## config.mk

```make
export PLATFORM = sky130hd
export DESIGN_NAME = dive_scheduler
export DESIGN_NICKNAME = d
export VERILOG_FILES = /design/src/rtl/dive_scheduler.sv
export SDC_FILE = /design/constraint.sdc
export NUM_CORES = 1
export LEC_CHECK = 0
export BUFFER_PORTS_ARGS = -buffer_cell sky130_fd_sc_hd__buf_2
export CORE_MARGIN = 2
export CORE_UTILIZATION = 40
export CTS_BUF_LIST = sky130_fd_sc_hd__clkbuf_4
export DETAILED_ROUTE_END_ITERATION = 7
export PLACE_DENSITY = 0.66
export SKIP_LAST_GASP = 1
export SYNTH_ARGS = -nofsm -noshare
export SYNTH_HDL_FRONTEND = slang
export SYNTH_SLANG_ARGS = --single-unit
```

## constraint.sdc

```tcl
create_clock -name Clk -period 14.9 [get_ports Clk]
set_input_delay 4.47 -clock Clk [delete_from_list [all_inputs] [get_ports Clk]]
set_output_delay 4.47 -clock Clk [all_outputs]
set_load 0.01 [all_outputs]
```

## src/rtl/dive_scheduler.sv

```systemverilog
// Dive launch scheduler: periodically picks a live formation enemy
// round-robin and hands it to the enemy datapath with a valid/ack request.
module dive_scheduler #(
   parameter int N_ENEMY    = 16,
   parameter int INTERVAL   = 120,
   parameter int MAX_DIVERS = 2
) (
   input  logic                       Clk,
   input  logic                       Reset,
   input  logic                       frame_tick,
   input  logic                       active,
   input  logic [N_ENEMY-1:0]         alive,
   input  logic                       dive_ack,
   input  logic                       dive_done,
   input  logic [$clog2(N_ENEMY)-1:0] done_id,
   output logic                       dive_valid,
   output logic [$clog2(N_ENEMY)-1:0] dive_id,
   output logic [N_ENEMY-1:0]         diving,
   output logic [1:0]                 diver_count
);

   localparam int IW = $clog2(N_ENEMY);
   localparam int CW = $clog2(INTERVAL + 1);
   localparam logic [1:0] MAXD = 2'(MAX_DIVERS);
   localparam logic [N_ENEMY-1:0] ONE = N_ENEMY'(1);

   typedef enum logic [1:0] {IDLE, WAIT, SEARCH, REQ} state_t;

   state_t             state;
   state_t             state_nx;
   logic [CW-1:0]      cnt;
   logic               pending;
   logic [IW-1:0]      ptr;
   logic [IW-1:0]      scan;
   logic               cand;
   logic               expire;
   logic               go_search;
   logic               ack;
   logic               withdraw;
   logic [N_ENEMY-1:0] done_mask;
   logic [N_ENEMY-1:0] ack_mask;
   logic [N_ENEMY-1:0] diving_nx;
   logic [IW:0]        pop;

   assign cand      = alive[ptr] & ~diving[ptr];
   assign expire    = frame_tick && (cnt == CW'(INTERVAL - 1));
   assign go_search = (state == WAIT) && pending && (diver_count < MAXD);
   assign ack       = (state == REQ) && dive_ack;
   assign withdraw  = (state == REQ) && !dive_ack && !alive[dive_id];

   // Ack is applied after done/kill clears, so it wins on its own bit.
   always_comb begin
      done_mask = dive_done ? (ONE << done_id) : '0;
      ack_mask  = ack ? (ONE << dive_id) : '0;
      diving_nx = (diving & alive & ~done_mask) | ack_mask;
      pop       = '0;
      for (int i = 0; i < N_ENEMY; i++) begin
         pop = pop + (IW + 1)'(diving_nx[i]);
      end
   end

   always_ff @(posedge Clk) begin
      if (!Reset) begin
         state <= IDLE;
      end else begin
         state <= state_nx;
      end
   end

   always_comb begin
      state_nx = state;
      if (!active) begin
         state_nx = IDLE;
      end else begin
         unique case (state)
            IDLE:   state_nx = WAIT;
            WAIT:   if (go_search) state_nx = SEARCH;
            SEARCH: begin
               if (cand) begin
                  state_nx = REQ;
               end else if (scan == IW'(N_ENEMY - 1)) begin
                  state_nx = WAIT;
               end
            end
            REQ: begin
               if (dive_ack) begin
                  state_nx = WAIT;
               end else if (!alive[dive_id]) begin
                  state_nx = SEARCH;
               end
            end
            default: state_nx = IDLE;
         endcase
      end
   end

   always_comb begin
      dive_valid = (state == REQ);
   end

   always_ff @(posedge Clk) begin
      if (!Reset) begin
         cnt         <= '0;
         pending     <= 1'b0;
         ptr         <= '0;
         scan        <= '0;
         dive_id     <= '0;
         diving      <= '0;
         diver_count <= '0;
      end else if (!active) begin
         cnt         <= '0;
         pending     <= 1'b0;
         scan        <= '0;
         diving      <= '0;
         diver_count <= '0;
      end else begin
         // The interval keeps its cadence while a search or request runs.
         if (state != IDLE && frame_tick) begin
            cnt <= expire ? '0 : cnt + CW'(1);
         end
         pending     <= (state != IDLE && expire) | (pending & ~go_search);
         diving      <= diving_nx;
         diver_count <= pop[1:0];
         if (go_search) begin
            scan <= '0;
         end
         if (state == SEARCH) begin
            if (cand) begin
               dive_id <= ptr;
            end else begin
               ptr  <= ptr + IW'(1);
               scan <= scan + IW'(1);
            end
         end
         if (ack || withdraw) begin
            ptr <= dive_id + IW'(1);
         end
         if (withdraw) begin
            scan <= '0;
         end
      end
   end

endmodule

```

==> results_dict.tcl <==
set metrics [dict create \
    first_pass_iters 5 \
    placement.io_buffers 48 \
    status "completed" \
    wl_per_cell_um 17.29 \
    synthSimpleGateAreaFrac_pct 28.45 \
    worstMarginPinSlew_ns 0.8010 \
    cap_violations 0 \
    vias 2377 \
    start_util_pct 41.14 \
    place_hpwl_um 5441 \
    cts.repair.resized 0 \
    grt_pass1_vias 2182 \
    grt_start_max_net_pins 25 \
    synth_area_um2 2613 \
    synth-edff-count 0 \
    synth-xor-area-share_pct 4.693 \
    grt_overflow 0 \
    core_area_um2 6350 \
    fin_nets 363 \
    fillCellCount 625 \
    synth_warnings 0 \
    die_w_um 84.82 \
    yosysUniqueCellTypes 59 \
    postCtsSetupBuffers 0 \
    critPathLaunchType "primary input" \
    rows 29 \
    die-area_um2 7194 \
    synth_seq_cells 40 \
    holdPathStages 2 \
    clk_pin_slew_worst_paths_ns 0.14 \
    clkLatencyLatePin_ns 0.36 \
    viasPerCell 5.884 \
    clock-sinks 40 \
    synth_flop_cell "dfxtp_1" \
    slew_headroom_pct 46.47 \
    setup_viol_count_final 0 \
    cp.required_ns 15.14 \
    ant_nets 0 \
    rr_worst_depth 14 \
    htreeDepth 2 \
    combPwrFrac_pct 8.6 \
    cts_buffer_depth 2 \
    drv_slew 0 \
    p_sw_uw 50.01 \
    synth_mux_area_share_pct 8.429 \
    clkPwrFrac_pct 37.2 \
    cp-end-kind "flop" \
    drtIter0Drc 181 \
    crit_type "primary input to flop" \
    final.setup.tns_ns 0 \
    finalCritPeriodShare_pct 53.36 \
    r2r_end "diver_count[1]$_SDFF_PN0_" \
    synth_nets 321 \
    seq_power_share_pct 54.2 \
    r2r_setup_slack_ns 10.42 \
    grtUsageTotal_pct 19.43 \
    timing.rr.start "state[0]$_SDFFE_PN0P_" \
    pin_count 49 \
    gp_congestion 0.9125 \
    drive_above_1_share_pct 20.49 \
    numCtsBuffers 5 \
    whs_ns 0.4684 \
    sw_frac_of_total_pct 25.10 \
    syn2layout_area_growth_pct 13.31 \
    critPathArrivalTime_ns 8.19 \
    finalHoldViolations 0 \
    power_density_nw_per_um2 67.32 \
    synth_top_family_by_area "simple AND/OR/NAND/NOR gates" \
    antenna_cells 0 \
    hp-start "pending$_SDFF_PN0_" \
    totalWireLength_um 6984 \
    antenna_found_initial 0 \
    grt_setup_unrepaired "false" \
    hold_class "flop to flop" \
    chipHeight_um 84.82 \
    ctsHoldBuffers 0 \
    ys_seq_area_share_pct 30.65 \
    synthAdderAreaFrac_pct 7.280 \
    drc 0 \
    syn_inst 284 \
    ir_drop_uv 33.22 \
    synth_compound_area_share_pct 16.57 \
    p_int_uw 149.3 \
    cts_tree "done" \
    synth_area_per_cell_um2 9.199 \
    path_max_fanout 9 \
    fmax_ghz 0.1258 \
    p_leak_uw 0.001099 \
    period_minus_slack_ns 7.950 \
    hold_end "pending$_SDFF_PN0_" \
    fin_skew_ns 0.02907 \
    synth_async_sr_flop_share_pct 0 \
    grt_pass1_wl_um 11170 \
    cts_root_buffer "clkbuf_4" \
]
==> cells in the mapped netlist, types with 4 or more instances <==
cell | instances | area share [%]
a21oi_1 | 4 | 0.77
a32o_1 | 7 | 2.7
a32oi_1 | 10 | 3.4
and3_1 | 4 | 0.96
buf_2 | 4 | 0.77
clkbuf_1 | 7 | 1.0
dfxtp_1 | 40 | 31
fa_1 | 7 | 5.4
ha_1 | 4 | 1.9
inv_1 | 9 | 1.3
mux2i_1 | 10 | 3.8
nand2_1 | 29 | 4.2
nand3_1 | 12 | 2.3
nand3b_1 | 7 | 2.0
nand4_1 | 4 | 0.96
nor2_1 | 25 | 3.6
nor2b_1 | 19 | 4.5
nor3b_1 | 4 | 1.1
o21ai_0 | 5 | 0.96
xnor2_1 | 9 | 3.0
xor2_1 | 5 | 1.7
==> stage by stage <==
step | instance area (um^2) | cells | total power, uW | utilization (%) | worst slack, ns
finish | 2960 | 404 | 199.3 | 46.62 | 6.950
CTS | 2960 | 404 | 200.7 | 46.62 | 6.963
global placement | 2880 | 396 | 127.1 | 45.36 | 6.609
floorplan | 2613 | 284 | 119.8 | - | 6.837
detailed placement | 2880 | 396 | 127.2 | 45.36 | 6.569
global route | 2960 | 404 | 206.1 | 46.62 | 6.770
==> cell families after synthesis <==
kind of cell    count (synthesis)
xor+xnor                       14
flops                          40
compound gates                 51
simple gates                  130
fa+ha+maj                      11
mux                            16
buf+inv                        22
==> layout make-up <==
type / instances / area (um^2) / share of cell area, %
clock buffer: 5 / 37.54 / 1.268
clock inverter: 3 / 42.54 / 1.437
inverter: 9 / 33.78 / 1.141
multi-input combinational: 222 / 1709 / 57.73
sequential: 40 / 800.8 / 27.05
tap: 77 / 96.34 / 3.254
timing repair buffer: 48 / 240.2 / 8.115
==> flip-flops by register name (all words and copies together) (netlist names) <==
name and flops:
cnt 7, dive_id 4, diver_count 2, diving 16, pending 1, ptr 4
scan 4, state 2
==> routing by layer <==
layer  vias to the layer above  routed length, um  global-route usage (%)
li1                       1135                  -                       -
met1                      1143               3227                   26.52
met2                        84               3215                   31.50
met3                        15                357                   3.113
met4                         0                184                   6.494
met5                         -                  0                       0
==> power by group through the flow <==
stage	Clock (uW)	Combinational, uW	Sequential, uW
6_report	74.1	17.2	108
5_1_grt	79.5	18.5	108
4_1_cts	75.8	16.9	108
3_5_place_dp	0	16.9	110
3_3_place_gp	0	16.8	110
2_1_floorplan	0	9.60	110
==> critical path, stage by stage <==
cell and delay, ns:
buf_2 0.16, nand2_1 0.12, nor3b_1 0.51, a32oi_1 0.20, fa_1 0.59, fa_1 0.44
fa_1 0.50, inv_1 0.05, fa_1 0.44, ha_1 0.20, xor2_1 0.15, xnor2_1 0.19
xnor2_1 0.13, nor2_1 0.05
==> cells in the final DEF (no fill, tap or decap), drive strengths merged, types with 7 or more instances in the layout <==
| master | Yosys | layout |
|---|---|---|
| nand3 | 12 | 12 |
| nand2 | 29 | 29 |
| mux2i | 10 | 10 |
| dfxtp | 40 | 40 |
| nor2 | 25 | 25 |
| fa | 7 | 7 |
| buf | 6 | 48 |
| a32oi | 10 | 10 |
| inv | 9 | 9 |
| nor2b | 19 | 19 |
| xnor2 | 9 | 9 |
| a32o | 7 | 7 |
| nand3b | 7 | 7 |
==> worst max path at each step <==
stage / slack, ns / from / endpoint / depth (start not counted)
after floorplan: 6.84 / dive_ack / diver_count[1]$_SDFF_PN0_ / 15
after global placement: 6.61 / done_id[3] / diver_count[1]$_SDFF_PN0_ / 14
after detailed placement: 6.57 / done_id[3] / diver_count[1]$_SDFF_PN0_ / 14
after CTS: 6.96 / done_id[3] / diver_count[1]$_SDFF_PN0_ / 14
after global routing: 6.77 / dive_ack / diver_count[1]$_SDFF_PN0_ / 14
final: 6.95 / dive_ack / diver_count[1]$_SDFF_PN0_ / 14
No activity file was read; power rests on OpenSTA's default activity.
